===== config.mk =====
export PLATFORM = sky130hd
export DESIGN_NAME = mem_bus_arbiter
export DESIGN_NICKNAME = d
export VERILOG_FILES = /design/src/rtl/mem_bus_arb_pkg.sv /design/src/rtl/mem_bus_arbiter.sv
export SDC_FILE = /design/constraint.sdc
export NUM_CORES = 1
export LEC_CHECK = 0
export CAP_MARGIN = 20
export CORE_AREA = 2 2 121 123
export CTS_CLUSTER_SIZE = 8
export DETAILED_ROUTE_END_ITERATION = 6
export DIE_AREA = 0 0 123 125
export GPL_ROUTABILITY_DRIVEN = 0
export GPL_TIMING_DRIVEN = 0
export REMOVE_ABC_BUFFERS = 1
export SLEW_MARGIN = 15
export SYNTH_ARGS = -nofsm -noshare
export SYNTH_HDL_FRONTEND = slang
export SYNTH_SLANG_ARGS = --single-unit

===== constraint.sdc =====
create_clock -name clk -period 1.95 [get_ports clk]
set_input_delay 0.39 -clock clk [delete_from_list [all_inputs] [get_ports clk]]
set_output_delay 0.39 -clock clk [all_outputs]
set_load 0.05 [all_outputs]

===== src/rtl/mem_bus_arb_pkg.sv =====
// Shared types and constants for the two-master memory bus arbiter.
// Holds the FSM state encoding, the owner encoding and the wait counter width.
package mem_bus_arb_pkg;

  typedef enum logic [1:0] {
    IDLE   = 2'd0,
    ACCESS = 2'd1,
    RESP   = 2'd2
  } arb_state_e;

  localparam logic OWN_CPU = 1'b0;
  localparam logic OWN_DBG = 1'b1;

  localparam int WAIT_CNT_W = 4;

endpackage


===== src/rtl/mem_bus_arbiter.sv =====
// Two-master (debug unit / CPU) arbiter and handshake sequencer for the shared memory bus.
// Optional round-robin grant between simultaneous requesters: define MEM_BUS_ARB_RR_EN.
module mem_bus_arbiter
  import mem_bus_arb_pkg::*;
#(
  parameter int WAIT_CYCLES = 1,
  parameter int ADDR_W      = 32
) (
  input  logic              clk,
  input  logic              reset,
  input  logic              cpu_run,
  input  logic              dbg_valid,
  input  logic [ADDR_W-1:0] dbg_adr,
  input  logic [31:0]       dbg_wdata,
  input  logic [3:0]        dbg_wstrb,
  output logic [31:0]       dbg_rdata,
  output logic              dbg_ready,
  input  logic              cpu_valid,
  input  logic [ADDR_W-1:0] cpu_adr,
  input  logic [31:0]       cpu_wdata,
  input  logic [3:0]        cpu_wstrb,
  output logic [31:0]       cpu_rdata,
  output logic              cpu_ready,
  output logic              bus_op,
  output logic [ADDR_W-1:0] bus_adr,
  output logic [31:0]       bus_wdata,
  output logic [3:0]        bus_wstrb,
  input  logic [31:0]       bus_rdata,
  output logic              owner_dbg
);

  if (WAIT_CYCLES < 1 || WAIT_CYCLES > 15) begin : gen_badWaitCycles
    $error("mem_bus_arbiter: WAIT_CYCLES must be in 1..15");
  end

  localparam logic [WAIT_CNT_W-1:0] LastCnt = WAIT_CNT_W'(WAIT_CYCLES - 1);

  arb_state_e            state_q, state_d;
  logic [WAIT_CNT_W-1:0] cnt_q, cnt_d;
  logic                  owner_q, owner_d;
  logic                  cpuReq;
  logic                  anyReq;
  logic                  winner;
  logic                  busActive;

  assign cpuReq = cpu_valid & cpu_run;
  assign anyReq = dbg_valid | cpuReq;

`ifdef MEM_BUS_ARB_RR_EN
  logic lastOwner_q, lastOwner_d;

  // On a tie the grant alternates away from whoever finished last.
  always_comb begin
    if (dbg_valid && cpuReq) begin
      winner = (lastOwner_q == OWN_DBG) ? OWN_CPU : OWN_DBG;
    end else begin
      winner = dbg_valid ? OWN_DBG : OWN_CPU;
    end
  end

  always_comb begin
    lastOwner_d = lastOwner_q;
    if (state_q == RESP) begin
      lastOwner_d = owner_q;
    end
  end

  always_ff @(posedge clk) begin
    if (reset) begin
      lastOwner_q <= OWN_CPU;
    end else begin
      lastOwner_q <= lastOwner_d;
    end
  end
`else
  always_comb begin
    winner = dbg_valid ? OWN_DBG : OWN_CPU;
  end
`endif

  always_ff @(posedge clk) begin
    if (reset) begin
      state_q <= IDLE;
      cnt_q   <= '0;
      owner_q <= OWN_CPU;
    end else begin
      state_q <= state_d;
      cnt_q   <= cnt_d;
      owner_q <= owner_d;
    end
  end

  // Grants are only taken in IDLE, so an in-flight transaction is never preempted.
  always_comb begin
    state_d = state_q;
    cnt_d   = cnt_q;
    owner_d = owner_q;
    unique case (state_q)
      IDLE: begin
        if (anyReq) begin
          owner_d = winner;
          cnt_d   = '0;
          state_d = ACCESS;
        end
      end
      ACCESS: begin
        cnt_d = cnt_q + 4'd1;
        if (cnt_q == LastCnt) begin
          state_d = RESP;
        end
      end
      RESP: begin
        state_d = IDLE;
      end
      default: begin
        state_d = IDLE;
      end
    endcase
  end

  always_comb begin
    busActive = (state_q == ACCESS) || (state_q == RESP);
    bus_op    = busActive;
    owner_dbg = owner_q;
    bus_adr   = (owner_q == OWN_DBG) ? dbg_adr : cpu_adr;
    bus_wdata = (owner_q == OWN_DBG) ? dbg_wdata : cpu_wdata;
    bus_wstrb = 4'h0;
    if (busActive) begin
      bus_wstrb = (owner_q == OWN_DBG) ? dbg_wstrb : cpu_wstrb;
    end
    dbg_ready = (state_q == RESP) && (owner_q == OWN_DBG);
    cpu_ready = (state_q == RESP) && (owner_q == OWN_CPU);
    dbg_rdata = dbg_ready ? bus_rdata : 32'h0;
    cpu_rdata = cpu_ready ? bus_rdata : 32'h0;
  end

endmodule


==> results of run 1 <==
[path summary, 6_finish.rpt]
path,cells after the start,slack [ns],endpoint,start
setup / recovery,6,-0.04,cpu_rdata[31],owner_dbg
hold / removal,2,0.49,cnt_q[0],cnt_q[0]
setup reg to reg,5,0.49,cnt_q[3],state_q[1]
hold reg to reg,2,0.49,cnt_q[0],cnt_q[0]
[state kept, by name (all words and copies together), names as in the netlist]
name and cells:
cnt_q 4, owner_dbg 1, state_q 2
[cell usage after synthesis (all sizes together)]
| master | number |
|---|---|
| nor3 | 2 |
| clkbuf | 9 |
| nor2b | 7 |
| mux2 | 64 |
| o31ai | 1 |
| a31oi | 1 |
| nand2b | 1 |
| a21o | 1 |
| dfxtp | 7 |
| and3 | 32 |
| mux2i | 5 |
| a32oi | 1 |
| a22oi | 1 |
| nor2 | 2 |
| and2 | 33 |
| nand3b | 2 |
| a21oi | 7 |
| nand3 | 3 |
| ha | 5 |
| o21ai | 1 |
| inv | 5 |
| nand2 | 4 |
| and2b | 1 |
| buf | 10 |
[worst min-delay path: cells and delay by family, from the launching register on]
kind             cells  cell delay, ns
AND/OR/NAND/NOR      1            0.06
AO/OA/AOI/OAI        1            0.05
flip-flops           1            0.32
[final cells by class]
class,instances,area (µm²)
diodes,6,15.0
inverters,5,18.8
well taps,184,230
flip-flops and latches,7,145
clock buffers,4,78.8
repair buffers,326,2980
fillers,1480,9200
multi-input cells,178,1540
[logic make-up (layout without fill, tap and decap cells)]
logic type,count (synthesis),in the layout
other,0,6
multiplexers,69,69
AND/OR/NAND/NOR,87,91
AO/OA/AOI/OAI,13,13
buffers and inverters,24,335
adder cells (fa/ha/maj),5,5
flip-flops,7,7
[metrics by stage]
stage | area, µm² | util, % | setup TNS, ns | worst slack (ns) | power, µW
CTS | 4840 | 34.1 | -0.141 | -0.0410 | 2710
global route | 4980 | 35.1 | -0.590 | -0.0604 | 2860
detailed placement | 4940 | 34.8 | -114.35 | -1.74 | 2300
finish | 5000 | 35.2 | -0.0895 | -0.0357 | 2760
global placement | 4910 | 34.6 | -390.77 | -3.27 | 2290
floorplan | 1600 | - | -237.80 | -2.10 | 1400
[power by group through the flow]
stage / Sequential (µW) / Combinational [µW] / Clock (µW)
6_report: 171 / 2230 / 359
5_1_grt: 172 / 2320 / 362
3_3_place_gp: 248 / 2040 / 0
4_1_cts: 171 / 2180 / 362
2_1_floorplan: 231 / 1170 / 0
3_5_place_dp: 198 / 2100 / 0
[per-layer routing]
metal,wire length [µm],vias up,share of wire (%)
li1,-,1370,-
met1,5780,1320,40
met2,6740,167,46
met3,1840,12,13
met4,84,8,0.58
met5,55,-,0.38
[repair_timing]
action	4_1_cts	5_1_grt
pin swaps	2	5
gates resized for setup	708	62
endpoints found under the hold margin	0	0
buffers inserted	13	1
gates cloned	6	1
hold buffers	0	0
endpoints found under the setup margin	136	71
==> out/results.ini, run 1 <==
[timing]
slew_viol_final = 0
fmaxAchievable_ghz = 0.504
setup_viol = 8
min_period_ns = 1.99
slew-limit-headroom_pct = 65.0
fin_crit_sh_pct = 102
fin_hold_ws_ns = 0.490
rsz0062_at_grt = yes
hold_viol = 0
fin_ws_ns = -0.0357
finalClockSkew_ns = 0.00188
worst_pin_slew_ns = 0.527

[floorplanning]
fp.coreArea_mm2 = 0.0142
ios = 309
die_area_mm2 = 0.0154
start_util_pct = 11.9
rows = 44
die_w_um = 123
die_y_um = 125

[yosys]
netlist_top_cells_area = mux2_1 27%, mux2_2 16%, and2_1 12%
synthSimpleGateAreaFrac_pct = 31.0
synth-xor-area-share_pct = 0
ys_seq_area_share_pct = 8.26
ys_ff_latch = 7
synth_compound_area_share_pct = 4.57
muxShareOfSynthArea_pct = 45.4
netlist_area_mm2 = 0.00170
synth_largest_area_cell = mux2_1
synth_top_area_share_pct = 26.5
ys_warn_count = 0
synth_fa_ha_area_share_pct = 3.69
synthDistinctLibCells = 27
synth_top_family_by_area = multiplexers
synth_cells = 205
syn_avg_cell_area_um2 = 8.28

[grt]
grtUsageMet2_pct = 29.5
top_usage_layer = met2
grtUsageMet3_pct = 9.03
overflow = 0
grt_max_degree = 32
grtUsageTotal_pct = 17.2
grt_pass1_vias = 2946
antenna_found_initial = 12
use_met1_pct = 19.9
grt_pass1_wl_um = 19200

[power]
power.share.switching_pct = 51.9
p_per_area_mw_per_mm2 = 552
comb_power_share_pct = 80.8
clockPowerShare_pct = 13.0
leakage_uw = 0.00231
irDropWorstVdd_uv = 399
power.switching_uw = 1430
p_int_uw = 1330
power_frac_seq_pct = 6.2

[route]
antenna_left = 0
routedWlPerCell_um = 20.4
drcViolationCount = 0
wl_um = 14500
drt_iter0_drc = 64
vias = 2877
drt_first_pass_iters = 4
vias_per_cell = 4.05

[hold_path]
hold_path_class = flip-flop to flip-flop

[worst_setup_path]
cp-start-kind = flip-flop
worst_path_max_delay_cell = dfxtp_4
slowest_delay_ns = 0.35
cp_data_arrival_time_ns = 1.60
worstPathMaxFanout = 8
crit_chain = buf_12 > buf_12 > and2b_4 > buf_6 > and2_4 > buf_8
cpMostUsedCell = buf_12
cp.required_ns = 1.56
crit_family = buffers and inverters
crit_type = flip-flop to primary output
endpoint_kind = primary output
cp_num_buf_inv = 4

[final_layout]
final_layout_size_suffix_gt1_share_pct = 39.0
layout_common_cells = 172 x clkdlybuf4s50_1, 82 x buf_2, 40 x mux2_1, 32 x and3_1, 24 x mux2_2
final_common_cell = clkdlybuf4s50_1
nNetsFinal = 699
fin_cells = 710
areaGrowthSynthToFinish_pct = 195

[job]
timing.max_cap.violations = 0

[cts]
worstSkewPairLatency_ns = 0.23
cts_tree = done
htree_levels = 1
cts_buffer_depth = 2
clk_pin_slew_worst_paths_ns = 0.04
clockRootBuffer = clkbuf_16
numCtsBuffers = 3
cts.sinks = 7

[outcome]
status = complete, but fails checks
violations = setup timing

[placed_design]
placed_cells = 679
dp_hpwl_um = 10600
port_buffers = 308

(Power assumes the default switching activity.)
==> inputs of run 2 (changes only) <==
--- a/config.mk
+++ b/config.mk
@@ -13,6 +13,7 @@
 export GPL_ROUTABILITY_DRIVEN = 0
 export GPL_TIMING_DRIVEN = 0
 export REMOVE_ABC_BUFFERS = 1
+export SKIP_CTS_REPAIR_TIMING = 1
 export SLEW_MARGIN = 15
 export SYNTH_ARGS = -nofsm -noshare
 export SYNTH_HDL_FRONTEND = slang
==> out/results.ini, run 2 (synthesis gave the netlist of run 1 again) <==
[outcome]
status = complete, but fails checks
violations = setup timing

[route]
drt_iter0_drc = 74
wl_um = 14000
wl_met2_um = 6350
vias = 2837
wl_met1_um = 5760
vias_per_cell = 4.02
routedWlPerCell_um = 19.9
dr_wl_met3_um = 1790
drcViolationCount = 0
antenna_left = 0
drt_first_pass_iters = 6
highest_layer = met5

[cts]
numCtsBuffers = 3
cts_tree = done
htree_levels = 1
clockRootBuffer = clkbuf_16
cts_buffer_depth = 2
cts.sinks = 7
worstSkewPairLatency_ns = 0.23
clk_pin_slew_worst_paths_ns = 0.04

[final_layout]
ff_latch_area_um2 = 146
layout_common_cells = 172 x clkdlybuf4s50_1, 63 x buf_2, 46 x clkbuf_2, 40 x mux2_1
final_common_cell = clkdlybuf4s50_1
multiInputGateArea_mm2 = 0.00149
final_layout_size_suffix_gt1_share_pct = 33.4
nNetsFinal = 694
top_register = cnt_q
largest_reg_flops = 4
areaGrowthSynthToFinish_pct = 179
final_area_mm2 = 0.00474
final_util_pct = 33.4
fillers = 1508

[power]
leakage_uw = 0.00232
p_per_area_mw_per_mm2 = 556
power_frac_seq_pct = 6.5
irDropWorstVdd_uv = 373
p_int_uw = 1240
comb_power_share_pct = 80.0
power.share.switching_pct = 52.9
power.switching_uw = 1390
clockPowerShare_pct = 13.5

[worst_setup_path]
cp-start-kind = flip-flop
cp.required_ns = 1.56
r2r_setup_slack_ns = 0.52
cp_data_arrival_time_ns = 1.58
cp_num_buf_inv = 3
slowest_delay_ns = 0.37
endpoint_kind = primary output
r2r_cells = 5
worst_path_max_delay_cell = dfxtp_4
crit_family = buffers and inverters
crit_type = flip-flop to primary output
crit_chain = buf_12 > clkbuf_16 > mux2_1 > buf_2
crit-reg2reg-launch = state_q[1]
reg2reg_to = cnt_q[3]
worstPathMaxFanout = 16

[grt]
grt_pass1_wl_um = 16600
overflow = 0
grt_pass1_vias = 2743
grt_max_degree = 63
antenna_found_initial = 12
grtUsageTotal_pct = 14.5

[hold_path]
hold_path_class = flip-flop to flip-flop
whs_path_depth = 2
holdCritStartpoint = cnt_q[0]
worstHoldEndpoint = cnt_q[0]

[floorplanning]
die_area_mm2 = 0.0154
ios = 309
fp.coreArea_mm2 = 0.0142
rows = 44
die_y_um = 125
start_util_pct = 11.9
die_w_um = 123

[timing]
rsz0062_at_grt = yes
setup_viol = 13
fin_ws_ns = -0.0163
min_period_ns = 1.97
fmaxAchievable_ghz = 0.509
worst_pin_slew_ns = 0.553
finalClockSkew_ns = 0.00350
fin_crit_sh_pct = 101
slew-limit-headroom_pct = 63.1
fin_hold_ws_ns = 0.485
hold_viol = 0
slew_viol_final = 0

[placed_design]
post-place-ws_ns = -1.74
port_buffers = 308
dp_hpwl_um = 10600
placed_area_mm2 = 0.00494

[job]
timing.max_cap.violations = 0

==> run 2: cell count changes in the layout (fill, tap and decap cells not counted), moves of 5 or more <==
cell            change
and2_4             -17
and2_1             +17
dlymetal6s2s_1     +15
clkbuf_4            -5
buf_8              -15
clkbuf_2           +44
buf_4              -11
dlygate4sd2_1       -5
buf_2              -19
==> run 2: worst min-delay path: cells and delay by family (launching register included) <==
kind,cells,cell delay [ns]
AOI/OAI and AO/OA,1,0.05
DFF,1,0.32
and+or+nand+nor,1,0.06
==> run 2: worst max-delay path by stage <==
stage / start / to / slack, ns / depth (start not counted)
CTS: state_q[0] / cpu_rdata[4] / -2.00 / 5
detailed placement: state_q[0] / cpu_rdata[4] / -1.74 / 5
floorplan: owner_dbg / cpu_rdata[0] / -2.10 / 2
finish: owner_dbg / bus_adr[24] / -0.02 / 4
global route: owner_dbg / bus_adr[3] / -0.05 / 4
global placement: owner_dbg / cpu_rdata[4] / -3.27 / 3
==> run 2: area by class of cell <==
cell class / count / share of cell area, %
timing repair buffer: 321 / 58.1
tap: 184 / 4.86
antenna: 7 / 0.369
sequential: 7 / 3.09
clock buffer: 4 / 1.66
inverter: 5 / 0.396
multi-input combinational: 178 / 31.5
==> run 2: through the flow <==
| stage | instances | power [µW] | setup TNS (ns) |
|---|---|---|---|
| floorplan | 186 | 1400 | -237.80 |
| global placement | 678 | 2290 | -390.77 |
| detailed placement | 679 | 2300 | -114.35 |
| CTS | 683 | 2660 | -147.33 |
| global route | 699 | 2740 | -0.747 |
| finish | 706 | 2640 | -0.0715 |
==> run 2: power by group through the flow <==
stage | Clock (µW) | Combinational, µW | Sequential, µW
2_1_floorplan | 0 | 1170 | 231
3_3_place_gp | 0 | 2040 | 248
3_5_place_dp | 0 | 2100 | 198
4_1_cts | 362 | 2110 | 196
5_1_grt | 362 | 2200 | 174
6_report | 355 | 2110 | 172
==> run 2: metal layers <==
metal,vias to the layer above,GRT usage (%)
met5,-,0
met4,8,1.74
met3,16,9.35
met2,171,23.4
met1,1280,16.4
li1,1362,-
